### src/rtl/sb_config_loader_pkg.sv
`default_nettype none
// ============================================================================
// Module      : sb_config_loader_pkg
// Description : Shared types and sizing helpers for the switch box config
//               loader: FSM state encoding, config width and word count.
// Revision    : 1.0 - initial release
// ============================================================================
package sb_config_loader_pkg;

  // Loader FSM states; encoding is fixed so that debug taps read 0..3.
  typedef enum logic [1:0] {
    ST_IDLE   = 2'd0,
    ST_LOAD   = 2'd1,
    ST_CHECK  = 2'd2,
    ST_COMMIT = 2'd3
  } state_t;

  // SwitchBox config width: every LUT input of every LE in the cluster
  // selects among the IC_PAIRS interconnect pairs plus one local feedback.
  function automatic int sb_conf(input int ic_pairs, input int cluster, input int lut_size);
    return cluster * lut_size * (ic_pairs + 1);
  endfunction

  // Number of stream words needed to cover conf_w bits (ceiling division).
  function automatic int sb_cfg_words(input int conf_w, input int word_w);
    return (conf_w + word_w - 1) / word_w;
  endfunction

endpackage : sb_config_loader_pkg
`default_nettype wire

### src/rtl/sb_config_loader_cfg_word_shadow.sv
`default_nettype none
// ============================================================================
// Module      : cfg_word_shadow
// Description : CONF_W-bit shadow register written one stream word at a
//               time. The last word is truncated to the bits that fit.
// Revision    : 1.0 - initial release
// ============================================================================
module cfg_word_shadow #(
  parameter int CONF_W = 264,
  parameter int WORD_W = 8,
  parameter int NWORDS = 33,
  parameter int CNT_W  = 6
) (
  input  logic              clk,
  input  logic              rst,
  input  logic              i_we,
  input  logic [CNT_W-1:0]  i_idx,
  input  logic [WORD_W-1:0] i_word,
  output logic [CONF_W-1:0] o_shadow
);

  for (genvar w = 0; w < NWORDS; w++) begin : g_word
    localparam int LO = w * WORD_W;
    localparam int W  = ((CONF_W - LO) < WORD_W) ? (CONF_W - LO) : WORD_W;

    logic [W-1:0] r_word;

    // Capture the word slot addressed by i_idx; upper bits of a short last slot are dropped.
    always_ff @(posedge clk) begin
      if (rst) begin
        r_word <= '0;
      end else if (i_we && (i_idx == CNT_W'(w))) begin
        r_word <= i_word[W-1:0];
      end
    end

    assign o_shadow[LO +: W] = r_word;
  end : g_word

endmodule : cfg_word_shadow
`default_nettype wire

### src/rtl/sb_config_loader.sv
`default_nettype none
// ============================================================================
// Module      : sb_config_loader
// Description : Assembles a SYNC-framed, XOR-checksummed word stream into a
//               shadow register and commits it atomically to config_out.
// Revision    : 1.0 - initial release
// ============================================================================
module sb_config_loader
  import sb_config_loader_pkg::*;
#(
  parameter int              IC_PAIRS  = 10,
  parameter int              CLUSTER   = 4,
  parameter int              LUT_SIZE  = 6,
  parameter int              WORD_W    = 8,
  parameter logic [WORD_W-1:0] SYNC_WORD = WORD_W'(8'hA5),
  localparam int             CONF_W    = sb_conf(IC_PAIRS, CLUSTER, LUT_SIZE),
  localparam int             NWORDS    = sb_cfg_words(CONF_W, WORD_W),
  localparam int             CNT_W     = $clog2(NWORDS + 1)
) (
  input  logic              clk,
  input  logic              rst,
  input  logic [WORD_W-1:0] s_data,
  input  logic              s_valid,
  output logic              s_ready,
  output logic [CONF_W-1:0] config_out,
  output logic              cfg_valid,
  output logic              cfg_done,
  output logic              cfg_error,
  output logic              busy
);

  state_t              r_state;
  logic [CNT_W-1:0]    r_cnt;
  logic [WORD_W-1:0]   r_xor;
  logic                r_rdy;
  logic [CONF_W-1:0]   r_cfg;
  logic                r_valid;
  logic                r_done;
  logic                r_err;
  logic                r_busy;
  logic [CONF_W-1:0]   w_shadow;
  logic                w_fire;
  logic                w_we;

  // Ready is forced low during reset so nothing is accepted on a reset edge.
  assign s_ready = r_rdy & ~rst;
  assign w_fire  = s_valid & s_ready;
  assign w_we    = (r_state == ST_LOAD) & w_fire;

  cfg_word_shadow #(
    .CONF_W (CONF_W),
    .WORD_W (WORD_W),
    .NWORDS (NWORDS),
    .CNT_W  (CNT_W)
  ) u_shadow (
    .clk      (clk),
    .rst      (rst),
    .i_we     (w_we),
    .i_idx    (r_cnt),
    .i_word   (s_data),
    .o_shadow (w_shadow)
  );

  // Frame FSM: sync hunt, payload load with running XOR, checksum, commit.
  always_ff @(posedge clk) begin
    if (rst) begin
      r_state <= ST_IDLE;
      r_cnt   <= '0;
      r_xor   <= '0;
      r_rdy   <= 1'b1;
      r_cfg   <= '0;
      r_valid <= 1'b0;
      r_done  <= 1'b0;
      r_err   <= 1'b0;
      r_busy  <= 1'b0;
    end else begin
      r_done <= 1'b0;
      case (r_state)
        ST_IDLE: begin
          if (w_fire && (s_data == SYNC_WORD)) begin
            r_state <= ST_LOAD;
            r_cnt   <= '0;
            r_xor   <= '0;
            r_err   <= 1'b0;
            r_busy  <= 1'b1;
          end
        end
        ST_LOAD: begin
          if (w_fire) begin
            r_xor <= r_xor ^ s_data;
            r_cnt <= r_cnt + CNT_W'(1);
            if (r_cnt == CNT_W'(NWORDS - 1)) begin
              r_state <= ST_CHECK;
            end
          end
        end
        ST_CHECK: begin
          if (w_fire) begin
            if (s_data == r_xor) begin
              r_state <= ST_COMMIT;
              r_rdy   <= 1'b0;
            end else begin
              r_state <= ST_IDLE;
              r_err   <= 1'b1;
              r_busy  <= 1'b0;
            end
          end
        end
        ST_COMMIT: begin
          r_cfg   <= w_shadow;
          r_valid <= 1'b1;
          r_done  <= 1'b1;
          r_rdy   <= 1'b1;
          r_busy  <= 1'b0;
          r_state <= ST_IDLE;
        end
        default: begin
          r_state <= ST_IDLE;
          r_rdy   <= 1'b1;
          r_busy  <= 1'b0;
        end
      endcase
    end
  end

  assign config_out = r_cfg;
  assign cfg_valid  = r_valid;
  assign cfg_done   = r_done;
  assign cfg_error  = r_err;
  assign busy       = r_busy;

endmodule : sb_config_loader
`default_nettype wire

### config.mk
export PLATFORM = sky130hd
export DESIGN_NAME = sb_config_loader
export DESIGN_NICKNAME = d
export VERILOG_FILES = /design/src/rtl/sb_config_loader_pkg.sv /design/src/rtl/sb_config_loader_cfg_word_shadow.sv /design/src/rtl/sb_config_loader.sv
export SDC_FILE = /design/constraint.sdc
export NUM_CORES = 1
export LEC_CHECK = 0
export BUFFER_PORTS_ARGS = -buffer_cell sky130_fd_sc_hd__buf_2
export CAP_MARGIN = 15
export CORE_MARGIN = 2
export CORE_UTILIZATION = 50
export CTS_CLUSTER_SIZE = 8
export DETAILED_ROUTE_END_ITERATION = 10
export HOLD_SLACK_MARGIN = 0.1
export PLACE_DENSITY = 0.73
export SYNTH_ARGS = -nofsm -noshare
export SYNTH_HDL_FRONTEND = slang
export SYNTH_SLANG_ARGS = --single-unit
### constraint.sdc
create_clock -name clk -period 1.6 [get_ports clk]
set_input_delay 0.16 -clock clk [delete_from_list [all_inputs] [get_ports clk]]
set_output_delay 0.16 -clock clk [all_outputs]
set_load 0.1 [all_outputs]
==> impl_metrics.tcl, run 1 <==
set metrics [dict create \
    status "finished with violations" \
    violations "negative setup slack" \
    regToRegEndpoint "u_shadow.g_word[27].r_word[7]" \
    startpoint_type "register" \
    finalCritPeriodShare 1.06 \
    clkLatencyLatePin_ps 590 \
    clock-sinks 549 \
    dp_slack_ps -460 \
    hold_violations 0 \
    hp-class "input pin to register" \
    worst-setup-path-type "register to register" \
    required_ps 2100 \
    slew_violations 0 \
    p_leak_uw 0.0109 \
    setup_viol 206 \
    p_total_uw 28700 \
    wl_per_cell_um 19.6 \
    cts_tree "done" \
    synthFlopType "dfxtp_1" \
    holdCritStartpoint "s_data[5]" \
    synth.avg_cell_area_sq_um 10.4 \
    track_usage 0.261 \
    layout_common_cells "539 x dfxtp_1, 329 x nand2_1, 270 x buf_2" \
    fin_cells 2742 \
    synthArstFlopShare 0 \
    cts_inserted_buffers 78 \
    synth-edff-count 0 \
    cts_root_buf "clkbuf_16" \
    clockBufferDepth 3 \
    io_pins 280 \
    die_x_um 200 \
    worst_clock_skew_ps 12.7 \
    placed_cells 2634 \
    yosys_warnings 0 \
    routed_via_density 5.58 \
    num_antenna_cells 0 \
    gr-total-overflow 0 \
    gp_congestion 0.819 \
    slowest_delay_ps 480 \
    worst_hold_path.endpoint "r_state[0]" \
    ys_seq_elements 549 \
    maxCapViolCount 0 \
    dpl.hpwl_mm 33.7 \
    wl_mm 53.8 \
    rsz0062_at_grt "true" \
    num_vias 15300 \
    grt_pass1_wl_mm 81.4 \
    fillers 2910 \
    period_minus_slack_ps 1700 \
    ir_worst_vdd_mv 0.822 \
    power_density_nw_per_um2 1150 \
    h-tree-depth 3 \
    synthCells 1845 \
    first_global_vias 15000 \
    areaGrowthSynthToFinish_pct 29.6 \
    yosysUniqueCellTypes 56 \
    mostFrequentLayoutCell "dfxtp_1" \
    max_freq_mhz 587 \
    ff2ff_path_depth 6 \
    syn_nets 1860 \
    drive_gt1_frac 0.305 \
    multi_input_area_sq_um 7820 \
    netlist_area_sq_um 19200 \
    route.detailed.drc 0 \
    finish.net_count 2240 \
    crit_fanout 8 \
    start_util 0.508 \
    rrSetupSlack_ps -100 \
    die_h_um 200 \
    end_kind "register" \
    crit_path_cell_trace "or3b_4, buf_12, nor4_4, buf_6, nand2_1, a21oi_1" \
    cts.clk_slew.worst_paths_ps 50 \
    holdPathStages 5 \
    coreArea_sq_um 37800 \
    port_buffers 279 \
    slew-limit-headroom 0.303 \
    seq_area_frac_synth 0.573 \
    drt_iter0_markers 890 \
    layout_setup_ws_ps -103 \
    critPathArrivalTime_ps 2200 \
    dieArea_sq_um 40000 \
    seq_area_sq_um 11000 \
    drtPass1Iterations 7 \
    worst_slew_pin_slew_ps 1050 \
    crit_slowest_cell "or3b_4" \
    ant_nets 0 \
    fp-row-count 71 \
    grt_max_degree 120 \
    r2r_start "r_state[1]" \
    grt_antenna_before_repair 0 \
]
report_power, final:
group	switching (uW)	internal [uW]
registers	0.163	13700
clock network	5500	8790
logic	545	146
registers in the layout, indices dropped and copies added, names as in the netlist:
register and cells:
r_state 2, cfg_valid 1, r_rdy 1, u_shadow.g_word.r_word 264
cfg_error 1, busy 1, r_cnt 6, cfg_done 1
r_xor 8, config_out 264
kinds of logic (layout without fill, tap and decap cells):
kind of cell	Yosys count	in the layout	synth area share
AND/OR/NAND/NOR	561	561	0.148
flip-flops	549	549	0.573
AO/OA/AOI/OAI	483	483	0.181
buffers and inverters	152	538	0.0455
multiplexers	88	88	0.0459
XOR/XNOR	8	8	0.00365
adder cells (fa/ha/maj)	4	4	0.00261
per-layer routing:
| metal | share of wire | vias up | track usage | routed length, um |
|---|---|---|---|---|
| met5 | 0 | - | 0 | 0 |
| met4 | 0.030 | 0 | 0.113 | 1600 |
| met3 | 0.060 | 106 | 0.0524 | 3210 |
| met2 | 0.47 | 492 | 0.427 | 25500 |
| met1 | 0.44 | 7460 | 0.335 | 23500 |
| li1 | - | 7247 | - | - |
cell usage after synthesis, drive strengths merged (9+ instances only):
cell type | n | area share
a21oi | 189 | 0.049
a22o | 264 | 0.12
buf | 50 | 0.016
clkbuf | 95 | 0.028
dfxtp | 549 | 0.57
mux2i | 88 | 0.046
nand2 | 362 | 0.071
nand4 | 35 | 0.015
nor2 | 96 | 0.019
nor4 | 24 | 0.025
o31ai | 9 | 0.0035
area by class of cell:
class / instances / share of cell area
clock buffers: 82 / 0.0812
multi-input cells: 1144 / 0.314
clock inverters: 4 / 0.00171
well taps: 511 / 0.0257
repair buffers: 446 / 0.133
flip-flops and latches: 549 / 0.443
inverters: 6 / 0.00121
stage by stage:
step | cell area [sq um] | setup TNS (ps) | hold slack, ps | util
floorplan | 19200 | -1460 | 385 | -
global placement | 21900 | -21470 | 432 | 0.579
detailed placement | 21900 | -32350 | 438 | 0.579
CTS | 24400 | -5510 | 104 | 0.645
global route | 24900 | -27710 | 120 | 0.659
finish | 24900 | -6020 | 124 | 0.659
worst max-delay path: cells and delay by family (launching register included):
family          cells  cell delay (ps)
simple gates        3              760
buf+inv             2              360
flops               1              320
compound gates      1              160
worst max-delay path by stage:
stage                     from                             to
detailed placement    r_cnt[0]   u_shadow.g_word[4].r_word[2]
global route        r_state[1]  u_shadow.g_word[27].r_word[1]
floorplan             r_cnt[5]   u_shadow.g_word[9].r_word[0]
finish              r_state[1]  u_shadow.g_word[27].r_word[7]
CTS                   r_cnt[5]  u_shadow.g_word[10].r_word[0]
global placement      r_cnt[1]   u_shadow.g_word[4].r_word[4]
timing repair:
action                                 4_1_cts  5_1_grt
hold buffers                                 4        0
buffers inserted                             7        7
gates cloned                                 0        4
pin swaps                                   20       31
endpoints found under the hold margin       12        0
gates resized for setup                     94      102
setup endpoints to repair                  278      460
Power figures use the tool's default switching activity.
==> run 2, diff against run 1 <==
--- a/config.mk
+++ b/config.mk
@@ -12,7 +12,7 @@
 export CTS_CLUSTER_SIZE = 8
 export DETAILED_ROUTE_END_ITERATION = 10
 export HOLD_SLACK_MARGIN = 0.1
-export PLACE_DENSITY = 0.73
+export PLACE_DENSITY = 0.7
 export SYNTH_ARGS = -nofsm -noshare
 export SYNTH_HDL_FRONTEND = slang
 export SYNTH_SLANG_ARGS = --single-unit
==> constraint.sdc (replaced) <==
create_clock -name clk -period 1.7 [get_ports clk]
set_input_delay 0.17 -clock clk [delete_from_list [all_inputs] [get_ports clk]]
set_output_delay 0.17 -clock clk [all_outputs]
set_load 0.1 [all_outputs]
==> run 2 against run 1 <==
The run still ends with negative setup slack left. Power shrank 5.8%. Final cell count fell by 0.40%. Setup slack improved by 37 ps. Die area unchanged. First-iteration DRC count increased by 16%. Clock-buffer cell count shrank 3. Sequential share of layout area is 0.098 points lower. Sequential cell count unchanged. Final area increased by 0.13%. Fmax fell by 3.6%. Combinational power decreased by 3.0%. Largest power group unchanged.
==> impl_metrics.tcl, run 2 (synthesis results as in run 1) <==
set metrics [dict create \
    io_pins 280 \
    areaGrowthSynthToFinish_pct 29.8 \
    fp-row-count 71 \
    cp_common_cell "buf_12" \
    setup_tns_ps -1380 \
    power_density_nw_per_um2 1090 \
    path_buf_inv 3 \
    slew_violations 0 \
    first_global_vias 14500 \
    dpl.hpwl_mm 32.9 \
    holdPathStages 4 \
    multi_input_area_sq_um 7910 \
    clkLatencyLatePin_ps 590 \
    end_kind "register" \
    slew-limit-headroom 0.448 \
    hp-class "input pin to register" \
    wl_mm 53.4 \
    grt_pass1_wl_mm 80.7 \
    finish.net_count 2227 \
    p_total_uw 27000 \
    drive_gt1_frac 0.310 \
    slowest_delay_ps 480 \
    crit_fanout 8 \
    maxCapViolCount 0 \
    routed_via_density 5.56 \
    period_minus_slack_ps 1770 \
    worst-path-stages 7 \
    critPathTopFamily "simple AND/OR/NAND/NOR gates" \
    finalCritPeriodShare 1.04 \
    hold_violations 0 \
    mostFrequentLayoutCell "dfxtp_1" \
    port_buffers 279 \
    worst_slew_pin_slew_ps 827 \
    die_x_um 200 \
    crit_slowest_cell "or3b_4" \
    gr-total-overflow 0 \
    violations "negative setup slack" \
    drtPass1Iterations 5 \
    worst_clock_skew_ps 14.9 \
    ant_nets 0 \
    num_vias 15200 \
    h-tree-depth 3 \
    clock-sinks 549 \
    seq_area_sq_um 11000 \
    start_util 0.508 \
    cts_inserted_buffers 78 \
    startpoint_type "register" \
    grt_max_degree 154 \
    required_ps 2200 \
    coreArea_sq_um 37800 \
    layout_common_cells "541 x dfxtp_1, 324 x nand2_1, 277 x buf_2" \
    final_area_sq_um 24900 \
    rsz0062_at_grt "true" \
    drt_iter0_markers 1030 \
    wl_per_cell_um 19.6 \
    crit_path_cell_trace "or3b_4, buf_12, buf_12, nor4_4, buf_6, nand2_1, a21oi_1" \
    gp_congestion 0.838 \
    track_usage 0.259 \
    die_h_um 200 \
    ir_worst_vdd_mv 0.839 \
    max_freq_mhz 566 \
    fillers 2958 \
    layout_setup_ws_ps -66.3 \
    dieArea_sq_um 40000 \
    ff2ff_path_depth 7 \
    rrSetupSlack_ps -70 \
    final_util 0.660 \
    critPathArrivalTime_ps 2260 \
    grt_antenna_before_repair 2 \
    dpl_cell_area_sq_um 21900 \
    p_leak_uw 0.0109 \
    worst-setup-path-type "register to register" \
    setup_viol 70 \
    route.detailed.drc 0 \
    cts_root_buf "clkbuf_16" \
    status "finished with violations" \
    cts.clk_slew.worst_paths_ps 50 \
    clockBufferDepth 3 \
    cts_tree "done" \
]
## run 2: cell count changes in the layout (fill, tap and decap cells not counted), moves of 5 or more
cell,change
buf_2,+7
buf_12,+9
a21oi_1,-23
a21oi_2,+23
buf_4,-15
buf_6,-12
nand2_1,-5
## run 2: worst paths after layout
| path | startpoint | to |
|---|---|---|
| worst min register to register | u_shadow.g_word[1].r_word[2] | config_out[10] |
| worst min-delay path | rst | r_rdy |
| worst max register to register | r_state[1] | u_shadow.g_word[25].r_word[0] |
| worst max-delay path | r_state[1] | u_shadow.g_word[25].r_word[0] |
## run 2: area by class of cell
| type | instances | area share |
|---|---|---|
| sequential | 549 | 0.442 |
| multi-input combinational | 1144 | 0.317 |
| timing repair buffer | 433 | 0.131 |
| clock buffer | 79 | 0.0794 |
| tap | 511 | 0.0257 |
| clock inverter | 7 | 0.00382 |
| inverter | 6 | 0.000904 |
| antenna | 2 | 0.000201 |
## run 2: timing repair
item	4_1_cts	5_1_grt
resized for setup	55	139
pin swaps	24	50
setup endpoints to repair	139	218
hold endpoints to repair	9	0
buffers inserted	5	10
hold buffers	3	0
cloned	1	2
## run 2: power by group
| part | leakage, uW | switching [uW] | total, uW | internal, uW |
|---|---|---|---|---|
| clock | 0.00102 | 5260 | 13500 | 8190 |
| sequential | 0.00442 | 0.135 | 12900 | 12900 |
| combinational | 0.00541 | 517 | 670 | 153 |
| total | 0.0109 | 5780 | 27000 | 21200 |
## run 2: worst register-to-register path: cells and delay by family, from the launching register on
family          cells  cell delay, ps
flops               1             320
buf+inv             3             490
simple gates        3             700
compound gates      1             180
## run 2: stage by stage
stage	hold WS (ps)	setup slack (ps)	std cells
4_1_cts	106	-29.2	2718
5_1_grt	132	-127	2729
2_1_floorplan	395	39.0	1845
6_report	124	-66.3	2731
3_3_place_gp	440	-21.8	2623
3_5_place_dp	441	-144	2623
## run 2: metal layers
metal  vias to the layer above  track usage  share of wire
met5                         -            0              0
li1                       7226            -              -
met3                        80       0.0543          0.060
met1                      7446        0.349           0.44
met4                         0       0.0867          0.024
met2                       436        0.415           0.47
==> run 3, diff against run 2 <==
==> constraint.sdc (replaced) <==
create_clock -name clk -period 1.7 [get_ports clk]
set_input_delay 0.34 -clock clk [delete_from_list [all_inputs] [get_ports clk]]
set_output_delay 0.34 -clock clk [all_outputs]
set_load 0.1 [all_outputs]
==> run 3 against run 2 <==
First-iteration DRC count shrank 20%. Sequential share of layout area shrank 1.3 points. Critical path depth is the same. Worst hold slack gained 19 ps. Final area grew 3.1%. Critical endpoint is now u_shadow.g_word[15].r_word[2]. Combinational power grew 1%. The flow still finishes with violations (negative setup slack). Global-route usage grew 0.53 points. Clock power is essentially flat.
==> impl_metrics.tcl, run 3 (synthesis results as in run 1) <==
set metrics [dict create \
    status "finished with violations" \
    violations "negative setup slack" \
    slowest_delay_ps 370 \
    cts_inserted_buffers 78 \
    power_density_nw_per_um2 1060 \
    areaGrowthSynthToFinish_pct 33.8 \
    required_ps 2200 \
    ir_worst_vdd_mv 0.805 \
    hold_violations 0 \
    worst_clock_skew_ps 16.8 \
    p_total_uw 27200 \
    layout_setup_ws_ps -55.1 \
    cp_common_cell "buf_6" \
    gr-total-overflow 0 \
    cts_tree "done" \
    track_usage 0.264 \
    crit_fanout 8 \
    first_global_vias 14800 \
    ant_nets 0 \
    dp_slack_ps -173 \
    end_kind "register" \
    die_h_um 200 \
    wl_per_cell_um 20.0 \
    hp-class "input pin to register" \
    dpl.hpwl_mm 34.2 \
    sequentialPowerShare 0.474 \
    startpoint_type "register" \
    clkPwrFrac 0.501 \
    mostFrequentLayoutCell "dfxtp_1" \
    drtPass1Iterations 5 \
    clockBufferDepth 3 \
    num_vias 15300 \
    p_leak_uw 0.0110 \
    placed_cells 2642 \
    rsz0062_at_grt "true" \
    power_switching_uw 5690 \
    grt_pass1_wl_mm 82.4 \
    gp_congestion 0.838 \
    period_minus_slack_ps 1760 \
    finalCritPeriodShare 1.03 \
    setup_tns_ps -215 \
    slew-limit-headroom 0.466 \
    routed_via_density 5.56 \
    dieArea_sq_um 40000 \
    grt_max_degree 138 \
    grt_antenna_before_repair 3 \
    layout_common_cells "541 x dfxtp_1, 323 x nand2_1, 273 x buf_4" \
    coreArea_sq_um 37800 \
    fin_cells 2748 \
    max_freq_mhz 570 \
    cts.clk_slew.worst_paths_ps 50 \
    power.switching_fraction 0.209 \
    intPower_uw 21500 \
    h-tree-depth 3 \
    port_buffers 279 \
    clkLatencyLatePin_ps 580 \
    cts_root_buf "clkbuf_16" \
    drive_gt1_frac 0.321 \
    maxCapViolCount 0 \
    die_x_um 200 \
    crit_path_cell_trace "buf_6, ha_4, or2b_4, nor4_4, buf_6, nand2_1, a21oi_2" \
    crit_slowest_cell "dfxtp_4" \
    combPwrFrac 0.025 \
    slew_violations 0 \
    worst_slew_pin_slew_ps 801 \
    setup_viol 20 \
    worst-setup-path-type "register to register" \
    wl_mm 54.8 \
    finish.net_count 2243 \
    clock-sinks 549 \
    route.detailed.drc 0 \
    drt_iter0_markers 826 \
    critPathArrivalTime_ps 2260 \
    start_util 0.508 \
    fp-row-count 71 \
    io_pins 280 \
]
==> run 3: changes by cell type in the layout (fill, tap and decap cells not counted), moves of 4 or more <==
cell | previous run | this run
buf_2 | 277 | 40
buf_4 | 73 | 273
clkbuf_4 | 0 | 57
nand4_2 | 0 | 6
nand4_4 | 10 | 4
a21oi_1 | 126 | 121
a21oi_2 | 62 | 67
clkbuf_16 | 81 | 85
nand2_4 | 9 | 13
==> run 3: stage by stage <==
stage          utilization  cell area, sq um  hold slack (ps)
6_report             0.680             25700              143
5_1_grt              0.680             25700              155
4_1_cts              0.655             24700              130
3_5_place_dp         0.583             22000              443
3_3_place_gp         0.583             22000              432
2_1_floorplan            -             19200              433
==> run 3: path summary, 6_finish.rpt <==
check / from / to / slack, ps / depth (start not counted)
max: r_cnt[1] / u_shadow.g_word[15].r_word[2] / -60 / 7
min: s_valid / r_rdy / 140 / 3
max reg2reg: r_cnt[1] / u_shadow.g_word[15].r_word[2] / -60 / 7
min reg2reg: u_shadow.g_word[14].r_word[1] / u_shadow.g_word[14].r_word[1] / 450 / 2
==> run 3: critical path: cells and delay by family, from the launching register on <==
kind,cells,cell delay (ps)
and+or+nand+nor,3,670
DFF,1,370
buffers and inverters,2,320
adders and majority gates,1,160
AOI/OAI and AO/OA,1,150
==> run 3: timing repair <==
action,CTS,global route
hold buffers,0,0
cloned,1,3
pin swaps,6,79
resized for setup,219,234
endpoints found under the setup margin,360,319
setup buffers,3,10
==> run 3: area by class of cell <==
type | count | area [sq um]
antenna | 2 | 5.00
clock buffer | 84 | 2070
clock inverter | 3 | 33.8
fill | 2819 | 12100
inverter | 6 | 30.0
multi-input combinational | 1144 | 7930
sequential | 549 | 11000
tap | 511 | 639
timing repair buffer | 449 | 3950
==> run 3: power groups by stage <==
stage / clock [uW] / combinational (uW) / sequential [uW]
finish: 13600 / 678 / 12900
global route: 14400 / 709 / 12900
CTS: 13800 / 643 / 12900
detailed placement: 0 / 639 / 13100
global placement: 0 / 634 / 13100
floorplan: 0 / 394 / 13100
==> run 3: per-layer routing <==
metal,track usage,up-vias,share of wire
li1,-,7251,-
met1,0.346,7483,0.43
met2,0.440,449,0.49
met3,0.0546,82,0.063
met4,0.0812,2,0.021
met5,0,-,0.00024
